==> src/rtl/board_state.sv <==
// Tic-tac-toe board: holds nine two-bit cells and checks legality of each write.
// Detects lines, fill and winner, and flags rejected computer moves.
module board_state (
    input  logic        clk_i,
    input  logic        rst_ni,
    input  logic        clear_i,
    input  logic        pp_i,
    input  logic        cp_i,
    input  logic [3:0]  player_pos_i,
    input  logic [3:0]  comp_pos_i,
    output logic [17:0] cells_o,
    output logic        wrong_move_o,
    output logic        filled_o,
    output logic        win_o,
    output logic [1:0]  winner_o,
    output logic [3:0]  move_count_o,
    output logic        comp_err_o
);

    localparam logic [1:0] OWN_NONE   = 2'b00;
    localparam logic [1:0] OWN_PLAYER = 2'b01;
    localparam logic [1:0] OWN_COMP   = 2'b10;
    localparam logic [3:0] CNT_FULL   = 4'd9;

    logic [17:0] cells_q, cells_d;
    logic [3:0]  count_q, count_d;
    logic        comp_err_q, comp_err_d;

    logic        player_pos_ok, comp_pos_ok;
    logic [1:0]  player_tgt, comp_tgt;
    logic        comp_ok;
    logic        player_line, comp_line;
    logic [1:0]  line_own [8];
    logic [3:0]  count_inc;

    function automatic logic pos_valid(input logic [3:0] pos);
        return (pos >= 4'd1) && (pos <= 4'd9);
    endfunction

    // Out-of-range positions read as empty; legality is decided by pos_valid.
    function automatic logic [1:0] cell_at(input logic [17:0] b, input logic [3:0] pos);
        logic [1:0] r;
        r = OWN_NONE;
        for (int k = 1; k <= 9; k++) begin
            if (pos == 4'(k)) begin
                r = b[2*k-2 +: 2];
            end
        end
        return r;
    endfunction

    function automatic logic [17:0] set_cell(input logic [17:0] b, input logic [3:0] pos,
                                             input logic [1:0] val);
        logic [17:0] r;
        r = b;
        for (int k = 1; k <= 9; k++) begin
            if (pos == 4'(k)) begin
                r[2*k-2 +: 2] = val;
            end
        end
        return r;
    endfunction

    function automatic logic [1:0] line_owner(input logic [17:0] b, input logic [3:0] a,
                                              input logic [3:0] m, input logic [3:0] c);
        logic [1:0] va, vm, vc;
        va = cell_at(b, a);
        vm = cell_at(b, m);
        vc = cell_at(b, c);
        return ((va == vm) && (vm == vc)) ? va : OWN_NONE;
    endfunction

    always_comb begin
        line_own[0] = line_owner(cells_q, 4'd1, 4'd2, 4'd3);
        line_own[1] = line_owner(cells_q, 4'd4, 4'd5, 4'd6);
        line_own[2] = line_owner(cells_q, 4'd7, 4'd8, 4'd9);
        line_own[3] = line_owner(cells_q, 4'd1, 4'd4, 4'd7);
        line_own[4] = line_owner(cells_q, 4'd2, 4'd5, 4'd8);
        line_own[5] = line_owner(cells_q, 4'd3, 4'd6, 4'd9);
        line_own[6] = line_owner(cells_q, 4'd1, 4'd5, 4'd9);
        line_own[7] = line_owner(cells_q, 4'd3, 4'd5, 4'd7);
    end

    always_comb begin
        player_line = 1'b0;
        comp_line   = 1'b0;
        for (int l = 0; l < 8; l++) begin
            player_line = player_line | (line_own[l] == OWN_PLAYER);
            comp_line   = comp_line   | (line_own[l] == OWN_COMP);
        end
    end

    assign win_o    = player_line | comp_line;
    // Player takes precedence if both owners somehow hold a line.
    assign winner_o = player_line ? OWN_PLAYER : (comp_line ? OWN_COMP : OWN_NONE);

    assign player_pos_ok = pos_valid(player_pos_i);
    assign comp_pos_ok   = pos_valid(comp_pos_i);
    assign player_tgt    = cell_at(cells_q, player_pos_i);
    assign comp_tgt      = cell_at(cells_q, comp_pos_i);

    assign wrong_move_o = pp_i & (~player_pos_ok | (player_tgt != OWN_NONE) | win_o);
    assign comp_ok      = cp_i & ~pp_i & comp_pos_ok & (comp_tgt == OWN_NONE) & ~win_o;

    assign count_inc = (count_q == CNT_FULL) ? count_q : count_q + 4'd1;

    always_comb begin
        cells_d    = cells_q;
        count_d    = count_q;
        comp_err_d = comp_err_q;
        if (clear_i) begin
            cells_d    = '0;
            count_d    = '0;
            comp_err_d = 1'b0;
        end else if (pp_i) begin
            if (!wrong_move_o) begin
                cells_d = set_cell(cells_q, player_pos_i, OWN_PLAYER);
                count_d = count_inc;
            end
        end else if (cp_i) begin
            if (comp_ok) begin
                cells_d = set_cell(cells_q, comp_pos_i, OWN_COMP);
                count_d = count_inc;
            end else begin
                comp_err_d = 1'b1;
            end
        end
    end

    always_ff @(posedge clk_i or negedge rst_ni) begin
        if (!rst_ni) begin
            cells_q    <= '0;
            count_q    <= '0;
            comp_err_q <= 1'b0;
        end else begin
            cells_q    <= cells_d;
            count_q    <= count_d;
            comp_err_q <= comp_err_d;
        end
    end

    assign cells_o      = cells_q;
    assign move_count_o = count_q;
    assign comp_err_o   = comp_err_q;
    assign filled_o     = (count_q == CNT_FULL);

endmodule

==> config.mk <==
export PLATFORM = sky130hd
export DESIGN_NAME = board_state
export DESIGN_NICKNAME = d
export VERILOG_FILES = /design/src/rtl/board_state.sv
export SDC_FILE = /design/constraint.sdc
export NUM_CORES = 1
export LEC_CHECK = 0
export ABC_AREA = 1
export CAP_MARGIN = 10
export CORE_ASPECT_RATIO = 1.75
export CORE_UTILIZATION = 35
export DETAILED_ROUTE_END_ITERATION = 16
export SETUP_SLACK_MARGIN = 0.02
export SLEW_MARGIN = 20
export SYNTH_ARGS = -nofsm -noshare
export SYNTH_HDL_FRONTEND = slang
export SYNTH_SLANG_ARGS = --single-unit
==> constraint.sdc <==
create_clock -name clk_i -period 2.79 [get_ports clk_i]
set_clock_uncertainty 0.1 [all_clocks]
set_input_delay 0.4185 -clock clk_i [delete_from_list [all_inputs] [get_ports clk_i]]
set_output_delay 0.4185 -clock clk_i [all_outputs]
set_load 0.01 [all_outputs]
Word level (Yosys, flattened, before mapping)
Cells that the tools add are included.

Add/sub/neg operators: 1. Magnitude comparators: 4. Eq/ne operators: 63. Muxes and demuxes: 61. Bitwise logic cells: 25. Reduce and logical (&&, ||, !) cells: 35.

Operator list (count): 2-bit two-way mux (46); 18-bit two-way mux (5); 5-bit AND reduction (9); 3-bit nonzero test (11); 2-bit == test (16); 4-bit by 3-bit == test with 1-bit output (second input constant) (8); 3-bit by 2-bit != test with 1-bit output (second input constant) (9); 4-bit two-way mux (6); 4-bit == test (second input constant) (5); 1-bit bitwise OR (17); 2-bit by 1-bit == test with 1-bit output (second input constant) (8); 2-bit == test (second input constant) (8); 4-bit by 2-bit == test with 1-bit output (second input constant) (4); 1-bit logical AND (10); 4-bit by 1-bit == test with 1-bit output (second input constant) (2); 4-bit by 1-bit >= comparator with 1-bit output (second input constant) (2); 4-bit less-or-equal comparator (second input constant) (2); 3-bit AND reduction (2); 1-bit bitwise AND (5); 4-bit by 1-bit adder with 4-bit output (second input constant) (1); 1-bit two-way mux (4); 2-bit != test (second input constant) (2); 2-bit nonzero test (2); 3-bit != test (second input constant) (1); 2 further kinds (4).

Flip-flop bits (word level): 23. Bits of input ports: 13. Output and inout port bits: 28. Word-level logic and storage cells: 200.

Logic depth before layout (Yosys ltp)
Gate-level depths: netlist (run 1).

Depth in word-level cells: 18. Mapped depth: 16. Mapped depth without buffers: 15.

Worst setup path after synthesis (run 1)
No wires, ideal clock.

Path kind: register to output. Start point: register cells_q[8] (netlist: cells_o[8]). End point: output wrong_move_o. Arrival time: 1.419 ns. Required time: 2.272 ns. Slack: 0.852 ns. Cell stages (with the launch flop): 9. Buffers on the path: 1. Cell sequence: dfrtp_1 buf_4 o21ai_1 nand3_1 a21oi_1 nor2_2 nand2_2 nor2_4 a21oi_1.

Cells in the longest elaborated chain, start to end: 14. Elaborated cells on any way between the ends: 48. Classes of those cells: eq/ne: 16; mux: 9; bitwise: 18; reduce/logical: 5.

RTL lines: start: declaration (RTL line 25) `logic [17:0] cells_q, cells_d;`; start signal: assignment (RTL line 136) `cells_q <= cells_d;`; 2-bit == test (RTL line 70) `return ((va == vm) && (vm == vc)) ? va : OWN_NONE;`; 1-bit logical AND (RTL line 70); 2-bit two-way mux (RTL line 70); 2-bit by 1-bit == test with 1-bit output / 2-bit == test (equally long branches) (RTL line 88, 89); 1-bit bitwise OR, on equally long branches (7 in series) (RTL line 88, 89); 1-bit bitwise OR (*) (RTL line 93) `assign win_o = player_line | comp_line;`; via win_o (RTL line 14) `output logic win_o,`; 1-bit bitwise OR (*) (RTL line 102) `assign wrong_move_o = pp_i & (~player_pos_ok | (player_tgt != OWN_NONE) | win_o);`; 1-bit bitwise AND (*) (RTL line 102); end: declaration (RTL line 12) `output logic wrong_move_o,`.

The timed path passes the listed nets; every way through them passes the cells marked *.

Final worst setup path (run 1)
Start point: input player_pos_i[1]. End point: output wrong_move_o.

Cells in the longest elaborated chain, start to end: 14. Elaborated cells on any way between the ends: 26. Classes of those cells: order compare: 2; eq/ne: 9; mux: 9; bitwise: 4; reduce/logical: 2.

RTL lines: start: declaration (RTL line 9) `input logic [3:0] player_pos_i,`; 4-bit by 1-bit == test with 1-bit output (RTL line 45) `if (pos == 4'(k)) begin`; 2-bit two-way mux (9 in series) (RTL line 45); 2-bit nonzero test (RTL line 102); 1-bit bitwise OR (*) (2 in series) (RTL line 102); 1-bit bitwise AND (*) (RTL line 102).

Mark *: on every way between the ends. The rest lies on a longest branch, timed or not.

==> results of run 1 <==
-- what timing repair did --
action,in CTS,in global routing
endpoints found under the setup margin,1,0
resized for setup,3,0
buffers inserted,0,0
hold buffers,0,0
-- registers in the layout, summed over array words and instances (netlist names) --
name          cells
cells_o          18
move_count_o      4
comp_err_o        1
-- placed cells by master, fill, tap and decap left out --
master,n
sky130_fd_sc_hd__nor3_1,2
sky130_fd_sc_hd__inv_1,43
sky130_fd_sc_hd__dlygate4sd2_1,2
sky130_fd_sc_hd__o21ai_1,2
sky130_fd_sc_hd__buf_4,13
sky130_fd_sc_hd__or2_2,2
sky130_fd_sc_hd__dfrtp_1,23
sky130_fd_sc_hd__o22ai_1,2
sky130_fd_sc_hd__xor2_1,1
sky130_fd_sc_hd__o31ai_1,1
sky130_fd_sc_hd__a21oi_1,9
sky130_fd_sc_hd__clkdlybuf4s50_1,38
sky130_fd_sc_hd__o2111ai_1,1
sky130_fd_sc_hd__o21ai_0,8
sky130_fd_sc_hd__o21bai_1,2
sky130_fd_sc_hd__nor2_1,42
sky130_fd_sc_hd__nor2_2,3
sky130_fd_sc_hd__nand4_1,26
sky130_fd_sc_hd__clkinv_2,1
sky130_fd_sc_hd__nand2_2,5
sky130_fd_sc_hd__nor2_4,1
sky130_fd_sc_hd__inv_2,3
sky130_fd_sc_hd__nand3_1,30
sky130_fd_sc_hd__nand2_1,100
sky130_fd_sc_hd__a21boi_1,1
sky130_fd_sc_hd__buf_12,2
sky130_fd_sc_hd__ha_1,2
sky130_fd_sc_hd__a22o_1,1
sky130_fd_sc_hd__nand3b_1,3
sky130_fd_sc_hd__a21oi_2,1
sky130_fd_sc_hd__clkbuf_8,3
sky130_fd_sc_hd__xnor2_1,1
-- worst min-delay path by stage --
stage                          start           to  slack, ns  depth (start not counted)
after floorplan               rst_ni   cells_o[0]       0.02                          0
after global placement    comp_err_o   comp_err_o       0.39                          2
after detailed placement  comp_err_o   comp_err_o       0.40                          2
after CTS                     rst_ni  cells_o[10]       0.40                          2
after global routing          rst_ni  cells_o[15]       0.43                          2
final                         rst_ni  cells_o[15]       0.40                          2
-- per-stage QoR --
step | setup TNS (ns) | utilization (%) | setup WS [ns] | instance area [um2] | hold WS [ns]
2_1_floorplan | 0 | - | 0.852 | 1980 | 0.0229
3_3_place_gp | -0.00552 | 47.4 | -0.00552 | 2530 | 0.394
5_1_grt | 0 | 48.3 | 0.0509 | 2580 | 0.426
3_5_place_dp | -0.0541 | 47.4 | -0.0541 | 2530 | 0.401
6_report | 0 | 48.3 | 0.182 | 2580 | 0.398
4_1_cts | 0 | 48.3 | 0.164 | 2580 | 0.402
-- power groups by stage --
stage               Combinational (uW)  Sequential, uW  Clock (uW)
global route                       471             442         230
finish                             422             435         214
detailed placement                 423             441           0
floorplan                          234             431           0
CTS                                424             435         220
global placement                   422             441           0
-- metal layers --
| layer | wire [um] | share of wire [%] | vias to the layer above |
|---|---|---|---|
| met4 | 340 | 5.4 | 0 |
| met5 | 0 | 0 | - |
| met1 | 2460 | 39 | 1106 |
| li1 | - | - | 1151 |
| met2 | 3200 | 51 | 81 |
| met3 | 255 | 4.1 | 24 |
-- cell type report --
| type | instances | area share (%) |
|---|---|---|
| flip-flops and latches | 23 | 22.3 |
| clock buffers | 3 | 1.60 |
| clock inverters | 1 | 0.194 |
| multi-input cells | 246 | 44.9 |
| inverters | 46 | 6.69 |
| well taps | 74 | 3.59 |
| repair buffers | 55 | 20.7 |
-- logic make-up after synthesis --
family / count (synthesis) / synth area share (%)
DFF: 23 / 29.0
adders and majority gates: 2 / 1.26
xor gates and xnor gates: 2 / 0.883
AOI/OAI and AO/OA: 28 / 8.26
and+or+nand+nor: 214 / 47.9
buffers and inverters: 57 / 12.7
==> results.cfg, run 1 <==
[global_route]
grt.busiest_layer = met2
gr-usage-all-layers_pct = 22.9
grt_first_pass_wirelength_mm = 10.6
globalRouteOverflowTotal = 0
global_route.usage.met3_pct = 1.79
number_of_global_route_vias_before_repair = 2295
grt_antenna_before_repair = 0
grt_max_degree = 27
met1_usage_pct = 26.5
gr-usage-met2_pct = 40.4

[worst_setup_path]
critical_path.max_fanout = 3
critPathTopFamily = buffers and inverters
critical_path_depth = 10
r2r_depth = 14
startpoint_type = primary input
cp_num_buf_inv = 3
reg2reg_to = cells_o[11]
path_common_cell = sky130_fd_sc_hd__nand2_1
timing.critical_path.from = player_pos_i[1]
critPathCaptureType = output pin
timing.setup.critical_path_class = primary input to output pin
cp_slowest_cell = sky130_fd_sc_hd__clkdlybuf4s50_1
worstReg2RegStart = cells_o[8]
capturing_instance_or_port_of_the_critical_path = wrong_move_o
worst-r2r-setup-slack_ns = 0.46
cp_data_required_time_ns = 2.27
cp.arrival_ns = 2.09
crit_path_cell_trace = clkdlybuf4s50_1 > inv_1 > nor2_2 > nand2_1 > nand2_1 > o21bai_1 > nand2_1 > a21oi_2 > a21oi_1 > dlygate4sd2_1
max_stage_delay_ns = 0.51

[routing]
wl_mm = 6.26
remaining_number_of_nets_flagged_by_the_antenna_check_after_routing = 0
drt_first_pass_iters = 4
wl_per_cell_um = 14.0
detailroute.via_count = 2362
drt_iter0_markers = 78
drc = 0
post_drt_via_cell_ratio = 5.27

[sta]
timing.max_slew.rel_slack_pct = 72.3
report.final.slew_viol_count = 0
final.min_clock_period_ns = 2.61
timing.final.hold_violations = 0
rsz0062_at_grt = false
tightestPinTransition_ns = 0.415
fin_crit_sh_pct = 93.5
final-setup-viol-count = 0
fmax_mhz = 383

[final_layout]
final_cell_count_no_fill = 448
drive_gt1_share_pct = 9.09
num_antenna_cells = 0
syn_to_final_growth_pct = 30.1
number_of_filler_instances_in_the_final_layout = 612
finalNetCount = 390
layout.area.seq_um2 = 576
multi_input_comb_area_um2 = 1160

[floorplanning]
core_region_area_um2 = 5340
initial_standard_cell_utilization_of_the_core_pct = 37.1
number_of_ports_placed_on_the_die_boundary = 41
fp.dieH_um = 102
die_w_um = 58.9
rows = 35
die-area_um2 = 5990

[clock_tree]
insertion_delay_ns = 0.27
htree_num_levels = 1
numCtsBuffers = 3
cts.sinks = 23
ctsRootBufferMaster = sky130_fd_sc_hd__clkbuf_8
cts.path.max_buffers = 2
worst_setup_hold_path_clk_slew_ns = 0.09
tritoncts = built

[yosys]
yosysMostFrequentCell = sky130_fd_sc_hd__nand2_1
number_of_flops_mapped_to_enable_cells_by_yosys = 0
synthArstFlopShare_pct = 100
synth.avg_cell_area_um2 = 6.09
ys_dominant_reg_cell = sky130_fd_sc_hd__dfrtp_1
synth_area_um2 = 1980
synth.top_cells.by_area = sky130_fd_sc_hd__dfrtp_1 29%, sky130_fd_sc_hd__nand2_1 19%, sky130_fd_sc_hd__nand4_1 8.2%
synth_largest_type_area_fraction_pct = 29.0
synth-seq-area-share_pct = 29.0
postSynthCellCount = 326
yosys_warnings = 0
synth_cell_type_count = 30
synth.ff_latch_count = 23
syn-num-nets = 341
synthDominantAreaCellType = sky130_fd_sc_hd__dfrtp_1
yosys-top-cells-count = 100 x sky130_fd_sc_hd__nand2_1, 43 x sky130_fd_sc_hd__inv_1, 43 x sky130_fd_sc_hd__nor2_1

[power]
power_uw = 1070
sw_frac_of_total_pct = 38.7
power.ir.vdd_worst_v = 0.000358
share_seq_of_total_power_pct = 40.6
static_leakage_uw = 0.00135
pwr_density_nw_per_um2 = 415
switching_power_uw = 414
comb_power_share_pct = 39.4
power_report.internal_total_uw = 657
power_frac_clock_pct = 20.0

[placement]
gp_routability_congestion = 1.00
place.detailed.instances = 444
detailed_place_hpwl_mm = 4.90
portBuffers = 40

[run]
max-cap-violations = 0

[run_status]
status = finished clean

[worst_hold_path]
class_of_the_worst_hold_path = primary input to asynchronous set/reset pin
(Power assumes the default switching activity.)
==> run 2, diff against run 1 <==
CORE_ASPECT_RATIO = default   (was 1.75)
CORE_UTILIZATION = 45   (was 35)
PLACE_DENSITY = 0.72   (was default)
==> run 2 against run 1 <==
First-iteration DRC count grew 130%. Highest routed layer unchanged. Critical endpoint unchanged. Flip-flop and latch count unchanged. Register-to-register slack got worse by 0.02 ns. Global-route usage is 4.8 points higher.
==> results.cfg, run 2 (synthesized netlist as in run 1, its figures left out) <==
[final_layout]
finalNetCount = 387
layout.area.seq_um2 = 576
num_antenna_cells = 0
final_cell_mix = 100 x sky130_fd_sc_hd__nand2_1, 43 x sky130_fd_sc_hd__inv_1, 43 x sky130_fd_sc_hd__nor2_1
number_of_filler_instances_in_the_final_layout = 423
syn_to_final_growth_pct = 27.3
drive_gt1_share_pct = 7.82
most_frequent_standard_cell_in_the_layout_excluding_fill_and_tap_cells = sky130_fd_sc_hd__nand2_1
flip_flop_count_of_the_largest_register_after_layout = 18
multi_input_comb_area_um2 = 1160
final_cell_count_no_fill = 421

[worst_setup_path]
startpoint_type = primary input
cp.arrival_ns = 2.10
reg2reg_to = cells_o[14]
r2r_depth = 15
timing.setup.critical_path_class = primary input to output pin
worst-r2r-setup-slack_ns = 0.44
critPathCaptureType = output pin
worstReg2RegStart = cells_o[8]
critical_path.max_fanout = 5
cp_data_required_time_ns = 2.27

[floorplanning]
initial_standard_cell_utilization_of_the_core_pct = 48.2
number_of_ports_placed_on_the_die_boundary = 41
core_region_area_um2 = 4120
rows = 23
fp.dieH_um = 68.4
die-area_um2 = 4680
die_w_um = 68.4

[power]
power.ir.vdd_worst_v = 0.000257
sw_frac_of_total_pct = 38.0
switching_power_uw = 403
power_uw = 1060
comb_power_share_pct = 39.1
share_seq_of_total_power_pct = 40.8
static_leakage_uw = 0.00134
pwr_density_nw_per_um2 = 420
power_frac_clock_pct = 20.1
power_report.internal_total_uw = 658

[placement]
preCtsSetupSlack_ns = -0.0319
portBuffers = 40
place.detailed.instances = 417
gp_routability_congestion = 0.929
detailed_place_hpwl_mm = 4.64

[sta]
fin_crit_sh_pct = 93.8
fmax_mhz = 382
final_critical_path_setup_slack_ns = 0.172
fin_tns_setup_ns = 0
final-setup-viol-count = 0
rsz0062_at_grt = false
final.min_clock_period_ns = 2.62
tightestPinTransition_ns = 0.409
report.final.slew_viol_count = 0
timing.final.hold_violations = 0
final_worst_hold_slack_ns = 0.403
timing.max_slew.rel_slack_pct = 72.6

[global_route]
grt_antenna_before_repair = 0
grt_max_degree = 25
globalRouteOverflowTotal = 0
number_of_global_route_vias_before_repair = 1936
gr-usage-all-layers_pct = 27.7
grt_first_pass_wirelength_mm = 9.29

[clock_tree]
numCtsBuffers = 3
ctsRootBufferMaster = sky130_fd_sc_hd__clkbuf_8
tritoncts = built
worst_setup_hold_path_clk_slew_ns = 0.09
htree_num_levels = 1
cts.sinks = 23
insertion_delay_ns = 0.26
postCtsSetupBuffers = 0
cts.path.max_buffers = 2

[routing]
drc = 0
drt_first_pass_iters = 4
drt_iter0_markers = 183
wl_per_cell_um = 14.1
wl_mm = 5.94
remaining_number_of_nets_flagged_by_the_antenna_check_after_routing = 0
detailroute.via_count = 2242
post_drt_via_cell_ratio = 5.33

[run]
max-cap-violations = 0

[worst_hold_path]
class_of_the_worst_hold_path = primary input to asynchronous set/reset pin

[run_status]
status = finished clean
## run 2: changes by cell type in the layout (fill, tap and decap cells not counted), sizes merged
cell,delta
clkdlybuf4s50,+1
clkinv,-1
buf,-3
dlygate4sd2,-1
clkbuf,+1
## run 2: how the worst max path moves through the flow
stage                     slack (ns)  depth (start not counted)      endpoint            start
after floorplan                 0.85                          8  wrong_move_o       cells_o[8]
after global placement        -0.002                         10  wrong_move_o  player_pos_i[0]
after detailed placement       -0.03                         10  wrong_move_o  player_pos_i[0]
after CTS                       0.18                          8         win_o       cells_o[8]
after global routing            0.03                          8         win_o       cells_o[8]
final                           0.17                         10  wrong_move_o  player_pos_i[0]
## run 2: repair_timing
| action | in CTS | in global routing |
|---|---|---|
| setup endpoints to repair | 1 | 0 |
| gates resized for setup | 1 | 0 |
| hold buffers | 0 | 0 |
| endpoints found under the hold margin | 0 | 0 |
## run 2: through the flow
stage	cell area [um2]	util, %
final	2530	61.4
after global routing	2530	61.4
after CTS	2530	61.4
after detailed placement	2480	60.3
after global placement	2480	60.3
after floorplan	1980	-
## run 2: area by class of cell
class | count | area share (%)
inverters | 46 | 6.84
well taps | 50 | 2.48
repair buffers | 52 | 20.4
clock buffers | 4 | 1.78
flip-flops and latches | 23 | 22.8
multi-input cells | 246 | 45.8
## run 2: per-layer routing
metal | global-route usage [%] | part of all wire [%] | vias up
li1 | - | - | 1146
met3 | 4.33 | 5.5 | 10
met1 | 37.5 | 47 | 1002
met5 | 0 | 0 | -
met2 | 44.4 | 46 | 84
met4 | 9.64 | 1.5 | 0
## run 2: worst max-delay path, cell delays in order
cell and delay [ns]:
sky130_fd_sc_hd__clkdlybuf4s50_1 0.55, sky130_fd_sc_hd__inv_2 0.08, sky130_fd_sc_hd__nor2_2 0.18, sky130_fd_sc_hd__nand3_1 0.10
sky130_fd_sc_hd__nand2_1 0.06, sky130_fd_sc_hd__o21bai_1 0.10, sky130_fd_sc_hd__nand2_1 0.08, sky130_fd_sc_hd__a21oi_2 0.16
sky130_fd_sc_hd__a21oi_1 0.08, sky130_fd_sc_hd__dlygate4sd2_1 0.29
## run 2: power groups by stage
stage,sequential [uW],clock (uW),combinational (uW)
after detailed placement,438,0,415
final,433,213,415
after global routing,438,234,465
after global placement,438,0,413
after CTS,433,225,415
after floorplan,431,0,234
